## config.mk

```make
export PLATFORM = sky130hd
export DESIGN_NAME = wb_data_select_flat
export DESIGN_NICKNAME = d
export VERILOG_FILES = /design/src/rtl/wb_pkg.sv /design/src/rtl/wb_data_select_if.sv /design/src/rtl/src_mux_n.sv /design/src/rtl/wb_data_select.sv /design/src/flat_wrapper.sv
export SDC_FILE = /design/constraint.sdc
export NUM_CORES = 1
export LEC_CHECK = 0
export ABC_AREA = 0
export ABC_CLOCK_PERIOD_IN_PS = 2200
export BUFFER_PORTS_ARGS = -buffer_cell sky130_fd_sc_hd__clkbuf_2
export CAP_MARGIN = 10
export CORE_AREA = 2 2 94 96
export CTS_BUF_LIST = sky130_fd_sc_hd__clkbuf_4
export DETAILED_ROUTE_END_ITERATION = 7
export DIE_AREA = 0 0 96 98
export HOLD_SLACK_MARGIN = 0.02
export PLACE_DENSITY = 0.82
export SLEW_MARGIN = 30
export SYNTH_ARGS = -nofsm -noshare
export SYNTH_HDL_FRONTEND = slang
export SYNTH_HIERARCHICAL = 1
export SYNTH_SLANG_ARGS = --single-unit
```

## constraint.sdc

```tcl
create_clock -name clk -period 2.2 [get_ports clk]
set_clock_uncertainty 0.1 [all_clocks]
set_input_delay 0.44 -clock clk [delete_from_list [all_inputs] [get_ports clk]]
set_output_delay 0.44 -clock clk [all_outputs]
set_load 0.005 [all_outputs]
```

## src/rtl/wb_pkg.sv

```systemverilog
// Shared types and default constants for the write-back data selector and its sibling
// operand/PC-source selectors.
package wb_pkg;

  localparam int unsigned SP_INIT    = 227;
  localparam int unsigned DEF_DATA_W = 32;
  localparam int unsigned DEF_DEST_W = 5;
  localparam int unsigned DEF_N_SRC  = 6;
  localparam int unsigned DEF_SEL_W  = 3;

  typedef enum logic [0:0] {
    StIdle,
    StPend
  } wb_state_e;

  // The select field must be able to encode every source plus the constant slot.
  function automatic bit sel_width_ok(input int unsigned sel_w, input int unsigned n_src);
    return (64'd1 << sel_w) >= 64'(n_src + 1);
  endfunction

endpackage

```

## src/rtl/wb_data_select_if.sv

```systemverilog
// Bundle of request, source and register-file handshake signals between the datapath
// and the write-back selector.
interface wb_data_select_if
  import wb_pkg::*;
#(
  parameter int unsigned DATA_W = DEF_DATA_W,
  parameter int unsigned N_SRC  = DEF_N_SRC,
  parameter int unsigned SEL_W  = DEF_SEL_W,
  parameter int unsigned DEST_W = DEF_DEST_W
) ();

  logic [SEL_W-1:0]        sel;
  logic [N_SRC*DATA_W-1:0] data_in;
  logic [DEST_W-1:0]       dest_in;
  logic                    wb_req;
  logic                    rf_ready;

  logic [DATA_W-1:0]       wb_data;
  logic [DEST_W-1:0]       wb_dest;
  logic                    wb_valid;
  logic                    sel_err;
  logic                    overrun;

  modport master (
    output sel, data_in, dest_in, wb_req, rf_ready,
    input  wb_data, wb_dest, wb_valid, sel_err, overrun
  );

  modport slave (
    input  sel, data_in, dest_in, wb_req, rf_ready,
    output wb_data, wb_dest, wb_valid, sel_err, overrun
  );

endinterface

```

## src/rtl/src_mux_n.sv

```systemverilog
// Combinational N-to-1 source mux with one extra constant slot at index N_SRC; any
// higher select value is reported as illegal and yields zero.
module src_mux_n #(
  parameter int unsigned DATA_W    = 32,
  parameter int unsigned N_SRC     = 6,
  parameter int unsigned SEL_W     = 3,
  parameter int unsigned CONST_VAL = 227
) (
  input  logic [SEL_W-1:0]        sel_i,
  input  logic [N_SRC*DATA_W-1:0] data_i,
  output logic [DATA_W-1:0]       data_o,
  output logic                    legal_o
);

  always_comb begin
    data_o  = '0;
    legal_o = 1'b0;
    for (int unsigned i = 0; i < N_SRC; i++) begin
      if (sel_i == SEL_W'(i)) begin
        data_o  = data_i[i*DATA_W +: DATA_W];
        legal_o = 1'b1;
      end
    end
    if (sel_i == SEL_W'(N_SRC)) begin
      data_o  = DATA_W'(CONST_VAL);
      legal_o = 1'b1;
    end
  end

endmodule

```

## src/rtl/wb_data_select.sv

```systemverilog
// Registered write-back data selector: captures the chosen source and destination on a
// request and holds them valid until the register file accepts the write.
module wb_data_select
  import wb_pkg::*;
#(
  parameter int unsigned DATA_W    = DEF_DATA_W,
  parameter int unsigned N_SRC     = DEF_N_SRC,
  parameter int unsigned SEL_W     = DEF_SEL_W,
  parameter int unsigned CONST_VAL = SP_INIT,
  parameter int unsigned DEST_W    = DEF_DEST_W
) (
  input logic              clk,
  input logic              reset,
  wb_data_select_if.slave  bus
);

  if (!sel_width_ok(SEL_W, N_SRC)) begin : g_bad_sel_w
    $error("wb_data_select: SEL_W too narrow for N_SRC sources plus constant");
  end

  wb_state_e         state_q, state_d;
  logic [DATA_W-1:0] data_q, data_d;
  logic [DEST_W-1:0] dest_q, dest_d;
  logic              err_q, err_d;
  logic              ovr_q, ovr_d;

  logic [DATA_W-1:0] mux_data;
  logic              mux_legal;
  logic              req_legal;
  logic              req_illegal;

  src_mux_n #(
    .DATA_W   (DATA_W),
    .N_SRC    (N_SRC),
    .SEL_W    (SEL_W),
    .CONST_VAL(CONST_VAL)
  ) u_src_mux (
    .sel_i  (bus.sel),
    .data_i (bus.data_in),
    .data_o (mux_data),
    .legal_o(mux_legal)
  );

  assign req_legal   = bus.wb_req & mux_legal;
  assign req_illegal = bus.wb_req & ~mux_legal;

  always_ff @(posedge clk) begin
    if (reset) begin
      state_q <= StIdle;
    end else begin
      state_q <= state_d;
    end
  end

  always_comb begin
    state_d = state_q;
    unique case (state_q)
      StIdle: if (req_legal) state_d = StPend;
      // Accepted write leaves PEND unless a legal request refills it in the same cycle.
      StPend: if (bus.rf_ready && !req_legal) state_d = StIdle;
    endcase
  end

  always_comb begin
    data_d = data_q;
    dest_d = dest_q;
    err_d  = req_illegal;
    ovr_d  = ovr_q;
    unique case (state_q)
      StIdle: begin
        if (req_legal) begin
          data_d = mux_data;
          dest_d = bus.dest_in;
        end
      end
      StPend: begin
        if (bus.rf_ready) begin
          if (req_legal) begin
            data_d = mux_data;
            dest_d = bus.dest_in;
          end
        end else if (bus.wb_req) begin
          ovr_d = 1'b1;
        end
      end
    endcase
  end

  always_ff @(posedge clk) begin
    if (reset) begin
      data_q <= '0;
      dest_q <= '0;
      err_q  <= 1'b0;
      ovr_q  <= 1'b0;
    end else begin
      data_q <= data_d;
      dest_q <= dest_d;
      err_q  <= err_d;
      ovr_q  <= ovr_d;
    end
  end

  assign bus.wb_data  = data_q;
  assign bus.wb_dest  = dest_q;
  assign bus.wb_valid = (state_q == StPend);
  assign bus.sel_err  = err_q;
  assign bus.overrun  = ovr_q;

endmodule

```

## src/flat_wrapper.sv

```systemverilog
// flat-port wrapper written by rule: the top's interface ports become plain ports
module wb_data_select_flat import wb_pkg::*;
#(
  parameter int unsigned DATA_W    = DEF_DATA_W,
  parameter int unsigned N_SRC     = DEF_N_SRC,
  parameter int unsigned SEL_W     = DEF_SEL_W,
  parameter int unsigned CONST_VAL = SP_INIT,
  parameter int unsigned DEST_W    = DEF_DEST_W
)
  (clk, reset, bus_sel, bus_data_in, bus_dest_in, bus_wb_req, bus_rf_ready, bus_wb_data, bus_wb_dest, bus_wb_valid, bus_sel_err, bus_overrun);
  wb_data_select_if #(.DATA_W(DATA_W), .N_SRC(N_SRC), .SEL_W(SEL_W), .DEST_W(DEST_W)) bus_i ();
  input logic clk;
  input logic reset;
  input wire logic [$bits(bus_i.sel)-1:0] bus_sel;
  input wire logic [$bits(bus_i.data_in)-1:0] bus_data_in;
  input wire logic [$bits(bus_i.dest_in)-1:0] bus_dest_in;
  input wire logic [$bits(bus_i.wb_req)-1:0] bus_wb_req;
  input wire logic [$bits(bus_i.rf_ready)-1:0] bus_rf_ready;
  output wire logic [$bits(bus_i.wb_data)-1:0] bus_wb_data;
  output wire logic [$bits(bus_i.wb_dest)-1:0] bus_wb_dest;
  output wire logic [$bits(bus_i.wb_valid)-1:0] bus_wb_valid;
  output wire logic [$bits(bus_i.sel_err)-1:0] bus_sel_err;
  output wire logic [$bits(bus_i.overrun)-1:0] bus_overrun;
  assign bus_i.sel = bus_sel;
  assign bus_i.data_in = bus_data_in;
  assign bus_i.dest_in = bus_dest_in;
  assign bus_i.wb_req = bus_wb_req;
  assign bus_i.rf_ready = bus_rf_ready;
  assign bus_wb_data = bus_i.wb_data;
  assign bus_wb_dest = bus_i.wb_dest;
  assign bus_wb_valid = bus_i.wb_valid;
  assign bus_sel_err = bus_i.sel_err;
  assign bus_overrun = bus_i.overrun;
  wb_data_select #(.DATA_W(DATA_W), .N_SRC(N_SRC), .SEL_W(SEL_W), .CONST_VAL(CONST_VAL), .DEST_W(DEST_W)) u_core (.clk(clk), .reset(reset), .bus(bus_i));
endmodule
```

## Word-level counts from Yosys, hierarchy flattened

Index checks and enable logic that the tools add are counted.

| operators by class | value |
|---|---|
| reduce and logical (&&, ||, !) cells | 4 |
| equal/unequal tests | 7 |
| multiplexer cells | 23 |
| bitwise logic cells | 5 |

Operator list:

| operator | count |
|---|---|
| $mux 32 | 9 |
| $pmux 32 s2 | 1 |
| $mux 5 | 2 |
| $pmux 5 s2 | 1 |
| $eq 3x3->1 const B | 3 |
| $mux 1 | 9 |
| $eq 3x2->1 const B | 2 |
| $eq 3x1->1 const B | 1 |
| $logic_not 3->1 | 1 |
| $not 1->1 | 3 |
| $reduce_and 3->1 | 1 |
| $and 1x1->1 | 2 |
| $ne 2x2->1 const B | 1 |
| $pmux 1 s2 | 1 |
| $logic_and 1x1->1 | 1 |
| $logic_not 1->1 | 1 |

| storage, ports and cells | value |
|---|---|
| register bits | 40 |
| bits of input ports | 204 |
| output and inout port bits | 40 |

## Longest topological paths before layout

Gate-level depths: netlist (run 1).

| depth | value |
|---|---|
| word-level depth | 13 |
| mapped depth | 8 |
| gate-level depth less buffers | 5 |

## Hierarchy

Netlist (run 1), hierarchy kept.

By module, submodules not included:

| module | area each (sq um) | times used | cells an instance | seq. area each (sq um) |
|---|---|---|---|---|
| wb_data_select | 1790.5 | 1 | 170 | 800.8 |
| src_mux_n | 1737.9 | 1 | 196 | 0.0 |

## Worst setup path after synthesis (run 1)

OpenSTA, ideal clock, no wires.

| timing | value |
|---|---|
| kind | in2reg |
| start | input port bus_sel[0] |
| end | register u_core.data_q[0] (netlist: u_core/bus.wb_data[0]) |
| path slack | 415 ps |
| path buffers | 4 |
| setup time | 72 ps |
| data required time | 2028 ps |
| stages on the path | 8 |
| data arrival time | 1614 ps |
| cell sequence | buf_6 buf_6 buf_6 nand3_1 nand2_2 nor2_8 buf_12 mux2i_1 |

| on the way | value |
|---|---|
| word-level cells in the longest chain between the ends | 12 |
| elaborated cells between the ends (all ways) | 25 |

RTL lines:

| item | RTL line | text |
|---|---|---|
| from (decl) | flat_wrapper.sv:14 | `input wire logic [$bits(bus_i.sel)-1:0] bus_sel;` |
| $logic_not 3->1 | src_mux_n.sv:19 | `if (sel_i == SEL_W'(i)) begin` |
| $mux 1 (6 in a row) | src_mux_n.sv:19 |  |
| $mux 1 * | src_mux_n.sv:24 | `if (sel_i == SEL_W'(N_SRC)) begin` |
| via u_core.mux_legal | wb_data_select.sv:28 | `logic mux_legal;` |
| $and 1x1->1 * | wb_data_select.sv:44 | `assign req_legal = bus.wb_req & mux_legal;` |
| $mux 32 * | wb_data_select.sv:71, wb_data_select.sv:78 |  |
| $mux 32 | wb_data_select.sv:77 | `if (bus.rf_ready) begin` |
| $pmux 32 s2 * | wb_data_select.sv:69 | `unique case (state_q)` |
| to (signal assigned) | wb_data_select.sv:96 | `data_q <= data_d;` |
| to (decl) | wb_data_select.sv:22 | `logic [DATA_W-1:0] data_q, data_d;` |

Mark *: on every way through the listed nets, which the timed path passes. The rest lies on a longest branch. The select of a mux whose other input is x is not followed.
A chain may end at the register's enable or synchronous reset.

## Final worst setup path (run 1)

| timing | value |
|---|---|
| start | input port bus_sel[0] |
| end | register u_core.data_q[16] (netlist: u_core/bus.wb_data[16]) |

| on the way | value |
|---|---|
| elaborated cells between the ends (all ways) | 25 |

RTL lines:

| item | RTL line | text |
|---|---|---|
| $logic_not 3->1 | src_mux_n.sv:19 |  |
| $mux 32 (6 in a row) | src_mux_n.sv:19 |  |
| $mux 32 * | src_mux_n.sv:24 |  |
| via u_core.mux_data[16] | wb_data_select.sv:27 | `logic [DATA_W-1:0] mux_data;` |
| $mux 32 * | wb_data_select.sv:71, wb_data_select.sv:78 |  |
| $mux 32 | wb_data_select.sv:77 |  |
| $pmux 32 s2 * | wb_data_select.sv:69 |  |

Marks and branches as above.

==> summary.txt, run 1 <==
Power
  – Pleak: 2.45 nW
  – PD cells: 418 nW/µm²
  – Maximum vdd drop: 0.206 mV

Final layout
  – Fill cell count: 769
  – N_diodes: 0
  – Post-route design area: 4880 µm²
  – Share of cells above drive strength 1: 0.518
  – # nets final: 805
  – Synth-to-layout area growth: 38.4%

Worst setup path
  – Slowest stage delay, CP: 0.28 ns
  – CP Data Arrival Time: 1.75 ns
  – CP Max Fanout: 41
  – Slowest library cell on the worst path: buf_12
  – Worst Path Class, Setup: primary input to flip-flop
  – CP Data Required Time: 2.34 ns
  – Type of origin of the critical path: primary input
  – CP Cell Sequence: buf_4 -> buf_12 -> buf_4 -> mux2i_1 -> o221ai_1 -> nand2b_1 -> mux2i_1
  – CP endpoint kind: flip-flop

Yosys
  – Synth async-reset ratio: 0
  – Distinct cell type count after synthesis: 31
  – Flops & latches, synth: 40
  – Largest family of logic cells by synthesized area: multiplexers
  – Synth top area cells: mux2i_1 (27%), dfxtp_1 (23%), nand2b_1 (13%), mux2_2 (8.6%), o221ai_2 (4.3%)
  – Post-Syn Area: 3530 µm²
  – Post-synthesis compound-gate area fraction: 0.130
  – Number of flops mapped to enable cells by yosys: 0
  – Post-Synth Adder-Cell Area: 0
  – Post-synth top area cell: mux2i_1
  – Cells after Synth: 366
  – YS warnings: 6
  – Syn_nets: 570
  – Yosys top cell area share: 0.272
  – Syn avg cell area: 9.64 µm²
  – Ys flop type: dfxtp_1
  – Simple-Gate Fraction of Synth Area: 0.203
  – Multiplexer share of the synthesized area: 0.359
  – Synth Area in XOR/XNOR: 0
  – Sequential-to-total area share from yosys stat: 0.227

Clocking
  – Clk pin slew, worst setup/hold paths: 0.13 ns
  – CTS buffer count: 5
  – Clock tree buffer depth: 2
  – Post-CTS Hold Fix Bufs: 0
  – Post-CTS Resized: 0
  – CTS tree: yes
  – Clock Tree Root: clkbuf_4
  – Postcts setup bufs: 0
  – Clock sink count: 40
  – Later-pin clock latency in the skew report: 0.34 ns
  – Htree depth: 2

Global routing
  – GRT Overall Usage: 0.222
  – Vias in the first global route: 3697
  – Initial antenna violation count: 0
  – Largest net degree at the start of global routing: 46
  – Grt ovf: 0
  – First-pass GRT wire length: 16700 µm

STA
  – Fmax: 623 MHz
  – Setup tns final: 0 ns
  – Fin crit share: 0.729
  – Finish-stage setup viols: 0
  – RSZ-0062 raised after global routing: false
  – Count of final hold-check violations: 0
  – Minimum clock period: 1.60 ns
  – Max-slew violation count: 0
  – Rel. slew slack: 0.684
  – Slew @ Worst Pin: 0.474 ns
  – Hold WS: 0.224 ns

Placed design
  – Routability congestion estimate: 0.874
  – Hpwl dp: 8860 µm
  – Port-buffer cells: 243
  – Area after DPL: 4800 µm²

Routing
  – Drt initial violations: 79
  – Routed wire per std cell: 15.3 µm
  – DRC: 0
  – Drt pass-1 iters: 4
  – Via count: 3666
  – Detail Route Antenna Nets: 0
  – Final wirelength: 10800 µm
  – Vias per cell: 5.16

Min path
  – Hold Path Class: primary input to flip-flop

Floorplan
  – IO Pins: 244
  – Die Width: 96 µm
  – Die Area: 9410 µm²
  – Core area: 8470 µm²
  – Core Rows: 34
  – Die Height: 98 µm
  – Initial Utilization: 0.417

Run
  – Max cap viols: 0

Run status
  – Status: completed
-- path summary, 6_finish.rpt --
check / cells past startpoint / to / slack (ns) / start
max: 7 / u_core/bus.wb_data[16]$_SDFFE_PP0P_ / 0.60 / bus_sel[0]
min: 3 / u_core/bus.wb_dest[2]$_SDFFE_PP0P_ / 0.22 / bus_dest_in[2]
max reg2reg: 4 / u_core/bus.wb_data[24]$_SDFFE_PP0P_ / 0.80 / u_core/bus.wb_valid$_SDFF_PP0_
min reg2reg: 2 / u_core/bus.wb_data[28]$_SDFFE_PP0P_ / 0.38 / u_core/bus.wb_data[28]$_SDFFE_PP0P_
-- state kept, by name (all words and copies together), names as in the netlist --
| name | flops |
|---|---|
| u_core/bus.wb_data | 32 |
| u_core/bus.sel_err | 1 |
| u_core/bus.wb_valid | 1 |
| u_core/bus.overrun | 1 |
| u_core/bus.wb_dest | 5 |
-- cell families after synthesis --
kind of cell           Yosys count
muxes                          123
AOI/OAI and AO/OA               49
and+or+nand+nor                120
DFF                             40
buffers and inverters           34
-- worst max-delay path, delay by kind of cell --
kind / cells / cell delay (ns)
compound gates: 1 / 0.14
buf+inv: 3 / 0.74
mux: 2 / 0.29
simple gates: 1 / 0.09
-- layer usage --
layer,GRT usage,vias to the layer above,share of wire
li1,-,1801,-
met1,0.231,1688,0.38
met2,0.425,159,0.53
met3,0.0455,18,0.071
met4,0.0780,0,0.022
met5,0,-,0
-- cells in the final DEF, fill, tap and decap left out, types with 2 or more instances in the layout --
cell type  synthesis  layout
buf_12             3       5
o221ai_2          10      10
buf_4              2      15
nand2_1           27      27
o221ai_1          17      17
a21oi_1            2       2
dfxtp_1           40      40
nand2b_1          76      76
a31oi_1            5       5
mux2_2            27      27
o21a_1             5       5
clkbuf_4           1       5
mux2i_1           96      96
nor2_1             2       2
nand3b_1           5       5
clkbuf_2           0     242
o211ai_1           5       5
a32oi_1            5       5
-- power by group --
group | total (mW) | internal (mW) | switching (mW)
Combinational | 0.733 | 0.409 | 0.324
Sequential | 0.800 | 0.773 | 0.0265
Clock | 0.507 | 0.243 | 0.264
-- area by class of cell --
class,count,area [µm²],area share
clock inverter,3,46.3,0.00948
tap,108,135,0.0277
sequential,40,801,0.164
timing repair buffer,262,1420,0.291
multi-input combinational,292,2440,0.500
clock buffer,5,37.5,0.00768
-- cell usage after synthesis, drive strengths merged, types with 2 or more instances --
master	instances
a21oi	2
nand2	28
mux2i	96
buf	25
mux2	27
dfxtp	40
o221ai	27
a32oi	5
clkbuf	9
nor2b	3
a31oi	5
o211ai	5
nand2b	76
nand3b	5
nor2	4
o21a	5
-- per-stage QoR --
stage	power, mW	util	std cells	setup WS, ns
floorplan	1.25	-	366	0.415
global placement	1.53	0.567	702	0.313
detailed placement	1.55	0.567	702	0.217
CTS	2.07	0.577	710	0.606
global route	2.17	0.577	710	0.506
finish	2.04	0.577	710	0.596
No activity file was read; power rests on OpenSTA's default activity.
==> run 2, diff against run 1 <==
ABC_AREA = 1   (was 0)
ABC_CLOCK_PERIOD_IN_PS = 1600   (was 2200)
PLACE_DENSITY = 0.81   (was 0.82)
clock period = 1.6 ns   (was 2.2 ns; I/O delays follow)
==> run 2 against run 1 <==
  * Clock-buffer cell count did not move
  * Setup slack got worse by 0.46 ns
  * Combinational power rose by 50%
  * Synthesized cell count rose by 77%
  * Non-clock buffer count rose by 26
  * Sequential power rose by 41%
  * Power rose by 48%
  * Clock power rose by 56%
  * Cell count rose by 42%
  * Sequential share of layout area fell by 0.81 points
  * Worst hold slack got worse by 0.095 ns
  * Largest power group unchanged
  * Highest routed layer unchanged
==> summary.txt, run 2 <==
Run status
  – Status: completed (unchanged)

Yosys
  – Post-Syn Area: 3480 µm² (was 3530 µm²)
  – Top post-synthesis cells by count: nand2_1 (195), nor2_1 (116), nand3_1 (73) (was mux2i_1 (96), nand2b_1 (76), dfxtp_1 (40))
  – Syn avg cell area: 5.37 µm² (was 9.64 µm²)
  – Flops & latches, synth: 40 (unchanged)
  – Sequential-to-total area share from yosys stat: 0.230 (was 0.227)
  – Most common cell in the netlist: nand2_1 (was mux2i_1)
  – Distinct cell type count after synthesis: 21 (was 31)
  – Ys flop type: dfxtp_1 (unchanged)
  – Yosys top cell area share: 0.230 (was 0.272)
  – Number of flops mapped to enable cells by yosys: 0 (unchanged)
  – YS warnings: 6 (unchanged)
  – Syn_nets: 853 (was 570)
  – Cells after Synth: 649 (was 366)
  – Post-synth top area cell: dfxtp_1 (was mux2i_1)
  – Synth async-reset ratio: 0 (unchanged)
  – Synth top area cells: dfxtp_1 (23%), nand2_1 (21%), nor2_1 (12%), nand3_1 (10%), a21oi_1 (7.6%) (was mux2i_1 (27%), dfxtp_1 (23%), nand2b_1 (13%), mux2_2 (8.6%), o221ai_2 (4.3%))

Clocking
  – Clk pin slew, worst setup/hold paths: 0.12 ns (was 0.13 ns)
  – Clock sink count: 40 (unchanged)
  – Htree depth: 2 (unchanged)
  – Clock Tree Root: clkbuf_4 (unchanged)
  – CTS tree: yes (unchanged)
  – Clock tree buffer depth: 2 (unchanged)
  – CTS buffer count: 5 (unchanged)
  – Later-pin clock latency in the skew report: 0.34 ns (about the same)

Worst setup path
  – R2R depth: 5 (was 4)
  – CP Cell Sequence: clkbuf_2 -> inv_4 -> nand3_1 -> inv_2 -> buf_4 -> buf_4 -> nand2_1 -> nand2_1 -> inv_1 -> nand2_1 -> nand2_1 -> a21oi_1 -> inv_1 -> nand3_1 -> nand2_1 -> nor2_1 (was buf_4 -> buf_12 -> buf_4 -> mux2i_1 -> o221ai_1 -> nand2b_1 -> mux2i_1)
  – Type of origin of the critical path: primary input (unchanged)
  – CP Data Required Time: 1.78 ns (was 2.34 ns)
  – Most used cell, CP: nand2_1
  – RR Startpoint: u_core/bus.wb_valid$_SDFF_PP0_ (unchanged)
  – Reg-to-reg endpoint: u_core/bus.wb_data[2]$_SDFFE_PP0P_ (was u_core/bus.wb_data[24]$_SDFFE_PP0P_)
  – R2R Setup Slk: 0.41 ns (was 0.80 ns)
  – Worst Path Class, Setup: primary input to flip-flop (unchanged)
  – Buf/Inv on CP: 7 (was 3)
  – Slowest library cell on the worst path: inv_2 (was buf_12)
  – CP Data Arrival Time: 1.64 ns (was 1.75 ns)
  – CP Max Fanout: 8 (was 41)
  – CP endpoint kind: flip-flop (unchanged)
  – Slowest stage delay, CP: 0.15 ns (was 0.28 ns)
  – Crit-path leading delay family: buffers and inverters (unchanged)
  – Critical path startpoint: bus_sel[2] (was bus_sel[0])

Final layout
  – # nets final: 1102 (was 805)
  – Commonest non-fill, non-tap cell in the layout: clkbuf_2 (unchanged)
  – Share of cells above drive strength 1: 0.351 (was 0.518)
  – N_diodes: 0 (unchanged)
  – Max reg flops: 32 (unchanged)
  – Most frequent cells in the layout: clkbuf_2 (242), nand2_1 (194), nor2_1 (116) (was clkbuf_2 (242), mux2i_1 (96), nand2b_1 (76))
  – Synth-to-layout area growth: 47.5% (was 38.4%)

Routing
  – Final wirelength: 12300 µm (was 10800 µm)
  – Via count: 4761 (was 3666)
  – DRC: 0 (unchanged)
  – Vias per cell: 4.73 (was 5.16)
  – Detail Route Antenna Nets: 0 (unchanged)
  – Drt initial violations: 198 (was 79)
  – Routed wire per std cell: 12.2 µm (was 15.3 µm)
  – Drt pass-1 iters: 5 (was 4)

Floorplan
  – Die Area: 9410 µm² (unchanged)
  – IO Pins: 244 (unchanged)
  – Die Width: 96 µm (unchanged)
  – Core Rows: 34 (unchanged)
  – Core area: 8470 µm² (unchanged)
  – Initial Utilization: 0.412 (was 0.417)
  – Die Height: 98 µm (unchanged)

STA
  – Max-slew violation count: 0 (unchanged)
  – RSZ-0062 raised after global routing: true (was false)
  – Final setup margin: 0.135 ns (was 0.596 ns)
  – Fmax: 683 MHz
  – Fin crit share: 0.916
  – Setup tns final: 0 ns (unchanged)
  – Rel. slew slack: 0.797 (was 0.684)
  – Hold WS: 0.129 ns (was 0.224 ns)
  – Count of final hold-check violations: 0 (unchanged)
  – Finish-stage setup viols: 0 (unchanged)
  – Slew @ Worst Pin: 0.305 ns (was 0.474 ns)
  – Minimum clock period: 1.47 ns

Power
  – Design Power: 3.02 mW (was 2.04 mW)
  – Maximum vdd drop: 0.376 mV (was 0.206 mV)
  – PD cells: 587 nW/µm² (was 418 nW/µm²)
  – Pleak: 3.07 nW (was 2.45 nW)

Global routing
  – First-pass GRT wire length: 19900 µm (was 16700 µm)
  – Vias in the first global route: 4434 (was 3697)
  – Largest net degree at the start of global routing: 77 (was 46)
  – Initial antenna violation count: 0 (unchanged)
  – GRT Overall Usage: 0.261 (was 0.222)
  – Grt ovf: 0 (unchanged)

Placed design
  – Placement Setup Slack: -0.239 ns (was 0.217 ns)
  – Port-buffer cells: 243 (unchanged)
  – Hpwl dp: 10200 µm (was 8860 µm)
  – Routability congestion estimate: 0.926 (was 0.874)

Min path
  – Hold path endpoint: u_core/bus.sel_err$_SDFF_PP0_ (was u_core/bus.wb_dest[2]$_SDFFE_PP0P_)
  – HP Start: bus_wb_req (was bus_dest_in[2])
  – Hold path depth: 3 (unchanged)
  – Hold Path Class: primary input to flip-flop (unchanged)

Run
  – Max cap viols: 0 (unchanged)
==> run 2: cell types whose count changed after synthesis, moves of 67 or more <==
cell / previous run / this run
inv_1: 0 / 67
nand3_1: 1 / 73
mux2i_1: 96 / 0
nand2_1: 27 / 195
nand2b_1: 76 / 0
nor2_1: 2 / 116
==> run 2: how the worst max path moves through the flow <==
stage	cells after the start	end
4_1_cts	12	u_core/bus.wb_data[5]$_SDFFE_PP0P_
3_5_place_dp	12	u_core/bus.wb_data[5]$_SDFFE_PP0P_
5_1_grt	16	u_core/bus.wb_data[28]$_SDFFE_PP0P_
3_3_place_gp	12	u_core/bus.wb_data[5]$_SDFFE_PP0P_
6_report	16	u_core/bus.wb_data[28]$_SDFFE_PP0P_
2_1_floorplan	11	u_core/bus.wb_data[29]$_SDFFE_PP0P_
==> run 2: per-stage QoR <==
step	std cells	cell area [µm²]	utilization
2_1_floorplan	649	3490	-
3_3_place_gp	997	5010	0.591
3_5_place_dp	997	5010	0.591
4_1_cts	1005	5110	0.604
5_1_grt	1006	5140	0.607
6_report	1006	5140	0.607
==> run 2: cell families (layout without fill, tap and decap cells) <==
kind of cell,Yosys count,after routing,synth area share
buf+inv,120,369,0.159
flops,40,40,0.230
simple gates,430,430,0.526
compound gates,59,59,0.0847
==> run 2: cell type report <==
class / count / area, µm²
repair buffers: 288 / 1680
well taps: 108 / 135
clock buffers: 5 / 37.5
flip-flops and latches: 40 / 801
multi-input cells: 489 / 2150
clock inverters: 2 / 60.1
fillers: 880 / 3330
inverters: 74 / 283
==> run 2: report_power, final <==
group	leakage (nW)	total [mW]	internal, mW	switching (mW)
combinational	2.68	1.10	0.532	0.569
sequential	0.331	1.13	1.08	0.0452
clock	0.0513	0.791	0.479	0.313
total	3.07	3.02	2.09	0.926
==> run 2: timing repair <==
action | in CTS | in global routing
hold buffers | 1 | 0
setup endpoints to repair | 0 | 4
buffers inserted | 0 | 1
gates resized for setup | 0 | 6
endpoints found under the hold margin | 1 | 0
==> run 2: worst reg2reg max path, delay by kind of cell (launching register included) <==
kind | cells | cell delay, ns
AND/OR/NAND/NOR | 4 | 0.35
flip-flops | 1 | 0.34
buffers and inverters | 1 | 0.29
==> run 2: metal layers <==
| metal | share of wire | vias up | wire (µm) | GRT usage |
|---|---|---|---|---|
| li1 | - | 2533 | - | - |
| met5 | 0 | - | 0 | 0 |
| met4 | 0.033 | 0 | 401 | 0.103 |
| met3 | 0.075 | 28 | 925 | 0.0494 |
| met1 | 0.44 | 1997 | 5370 | 0.343 |
| met2 | 0.46 | 203 | 5620 | 0.418 |
==> run 3, diff against run 2 <==
BUFFER_PORTS_ARGS = not set   (was -buffer_cell sky130_fd_sc_hd__clkbuf_2)
CORE_AREA = 2 2 96 98   (was 2 2 94 96)
DIE_AREA = 0 0 98 100   (was 0 0 96 98)
DONT_BUFFER_PORTS = 1   (was not set)
PLACE_DENSITY = not set   (was 0.81)
RECOVER_POWER = 25   (was not set)
==> run 3 against run 2 <==
  * Maximum frequency increased by 14%
  * Cell count down 26%
  * Worst hold slack worse by 0.065 ns
  * Clock power shrank 15%
  * Final area down 27%
  * Flip-flop and latch count is the same
  * Critical path depth shrank 2
  * Clock-buffer cell count is the same
  * Register-to-register slack about the same
  * Via count decreased by 17%
  * Critical path type unchanged
==> summary.txt, run 3 (synthesis results as in run 2) <==
Global routing
  – Vias in the first global route: 3452 (was 4434)
  – Grt peak-use layer: met2 (unchanged)
  – Grt ovf: 0 (unchanged)
  – First-pass GRT wire length: 17900 µm (was 19900 µm)
  – Initial antenna violation count: 0 (unchanged)
  – Largest net degree at the start of global routing: 56 (was 77)
  – GRT Overall Usage: 0.226 (was 0.261)
  – Met3 Use GR: 0.0508 (was 0.0494)
  – M2 GR Usage: 0.373 (was 0.418)
  – GR Util met1: 0.306 (was 0.343)

Final layout
  – Fill cell count: 1027 (was 880)
  – Most frequent cells in the layout: nand2_1 (195), nor2_1 (116), nand3_1 (72) (was clkbuf_2 (242), nand2_1 (194), nor2_1 (116))
  – Max reg flops: 32 (unchanged)
  – Synth-to-layout area growth: 7.07% (was 47.5%)
  – Share of cells above drive strength 1: 0.0758 (was 0.351)
  – FF/Latch Area: 801 µm² (unchanged)
  – # nets final: 836 (was 1102)
  – N_diodes: 0 (unchanged)
  – Multi-input logic area: 2140 µm² (was 2150 µm²)
  – Commonest non-fill, non-tap cell in the layout: nand2_1 (was clkbuf_2)

Routing
  – Drt initial violations: 238 (was 198)
  – Routed wire per std cell: 15.9 µm (was 12.2 µm)
  – Via count: 3963 (was 4761)
  – Drt pass-1 iters: 5 (unchanged)
  – Detail Route Antenna Nets: 0 (unchanged)
  – Vias per cell: 5.33 (was 4.73)
  – DRC: 0 (unchanged)
  – Final wirelength: 11800 µm (was 12300 µm)

Power
  – Pleak: 1.92 nW (was 3.07 nW)
  – PD cells: 683 nW/µm² (was 587 nW/µm²)
  – Design Power: 2.55 mW (was 3.02 mW)
  – Maximum vdd drop: 0.321 mV (was 0.376 mV)

Placed design
  – Routability congestion estimate: 0.880 (was 0.926)
  – Hpwl dp: 9550 µm (was 10200 µm)
  – Port-buffer cells: 0 (was 243)
  – Placement Setup Slack: -0.0345 ns (was -0.239 ns)

Worst setup path
  – Buf/Inv on CP: 5 (was 7)
  – Slowest library cell on the worst path: buf_12 (was inv_2)
  – CP Data Required Time: 1.79 ns (was 1.78 ns)
  – CP Max Fanout: 32 (was 8)
  – Crit-path leading delay family: simple AND/OR/NAND/NOR gates (was buffers and inverters)
  – CP endpoint kind: flip-flop (unchanged)
  – Slowest stage delay, CP: 0.18 ns (was 0.15 ns)
  – Worst Path Class, Setup: primary input to flip-flop (unchanged)
  – Cell count along the critical path: 14 (was 16)
  – CP Cell Sequence: inv_2 -> nand3_1 -> inv_2 -> buf_12 -> nand2_1 -> nand2_1 -> inv_1 -> nand2_1 -> nand2_1 -> a21oi_1 -> inv_1 -> nand3_1 -> nand2_1 -> nor2_1 (was clkbuf_2 -> inv_4 -> nand3_1 -> inv_2 -> buf_4 -> buf_4 -> nand2_1 -> nand2_1 -> inv_1 -> nand2_1 -> nand2_1 -> a21oi_1 -> inv_1 -> nand3_1 -> nand2_1 -> nor2_1)
  – Most used cell, CP: nand2_1 (unchanged)
  – CP Data Arrival Time: 1.47 ns (was 1.64 ns)
  – R2R depth: 5 (unchanged)
  – Type of origin of the critical path: primary input (unchanged)

Floorplan
  – Die Area: 9800 µm² (was 9410 µm²)
  – Core area: 8890 µm² (was 8470 µm²)
  – IO Pins: 244 (unchanged)
  – Die Height: 100 µm (was 98 µm)
  – Die Width: 98 µm (was 96 µm)
  – Initial Utilization: 0.392 (was 0.412)
  – Core Rows: 35 (was 34)

STA
  – Finish-stage setup viols: 0 (unchanged)
  – Hold WS: 0.0642 ns (was 0.129 ns)
  – Max-slew violation count: 0 (unchanged)
  – Slew @ Worst Pin: 0.237 ns (was 0.305 ns)
  – RSZ-0062 raised after global routing: false (was true)
  – Count of final hold-check violations: 0 (unchanged)
  – Rel. slew slack: 0.842 (was 0.797)
  – Minimum clock period: 1.29 ns (was 1.47 ns)
  – Fin crit share: 0.804 (was 0.916)
  – Fmax: 778 MHz (was 683 MHz)
  – Final setup margin: 0.314 ns (was 0.135 ns)

Clocking
  – Htree depth: 2 (unchanged)
  – Later-pin clock latency in the skew report: 0.34 ns (about the same)
  – CTS tree: yes (unchanged)
  – Clock Tree Root: clkbuf_4 (unchanged)
  – Post-CTS Resized: 0 (unchanged)
  – Clock tree buffer depth: 2 (unchanged)
  – CTS buffer count: 5 (unchanged)
  – Clock sink count: 40 (unchanged)
  – Clk pin slew, worst setup/hold paths: 0.12 ns (about the same)

Min path
  – Hold path depth: 2 (was 3)
  – Hold Path Class: primary input to flip-flop (unchanged)

Run status
  – Status: completed (unchanged)

Run
  – Max cap viols: 0 (unchanged)
run 3: metal layers:
metal	wire length (µm)	part of all wire	vias up
li1	-	-	2002
met1	5120	0.43	1754
met2	5660	0.48	199
met3	954	0.081	8
met4	70	0.0059	0
met5	0	0	-
run 3: power breakdown:
| group | switching [mW] | leakage (nW) | internal (mW) |
|---|---|---|---|
| Combinational | 0.435 | 1.55 | 0.280 |
| Clock | 0.346 | 0.0412 | 0.326 |
| Sequential | 0.0813 | 0.331 | 1.08 |
| Total | 0.861 | 1.93 | 1.69 |
run 3: worst paths after layout:
path / from / to / slack [ns]
worst min register to register: u_core/bus.overrun$_SDFFE_PP0P_ / u_core/bus.overrun$_SDFFE_PP0P_ / 0.40
worst max-delay path: bus_sel[2] / u_core/bus.wb_data[25]$_SDFFE_PP0P_ / 0.31
worst min-delay path: bus_wb_req / u_core/bus.wb_valid$_SDFF_PP0_ / 0.06
worst max register to register: u_core/bus.wb_valid$_SDFF_PP0_ / u_core/bus.wb_data[10]$_SDFFE_PP0P_ / 0.40
run 3: through the flow:
stage          TNS (ns)  utilization  instances  area, µm²
6_report              0        0.420        744       3730
3_3_place_gp   -0.00897        0.409        734       3630
5_1_grt               0        0.420        744       3730
4_1_cts               0        0.420        744       3730
3_5_place_dp    -0.0975        0.409        734       3630
2_1_floorplan         0            -        649       3490
run 3: cell type report:
cell class	count	share of cell area
clock buffers	5	0.0101
clock inverters	3	0.0114
well taps	111	0.0372
multi-input cells	489	0.573
inverters	74	0.0744
flip-flops and latches	40	0.215
repair buffers	22	0.0791
run 3: worst reg2reg max path: stages, from the launching register on:
cell and delay (ns):
dfxtp_1 0.34, nand2_1 0.14, buf_12 0.24, nand3_1 0.17
nand2_1 0.08, nor2_1 0.04
run 3: timing repair:
action | in CTS | in global routing
hold endpoints to repair | 3 | 0
setup buffers | 0 | 0
hold buffers | 2 | 0
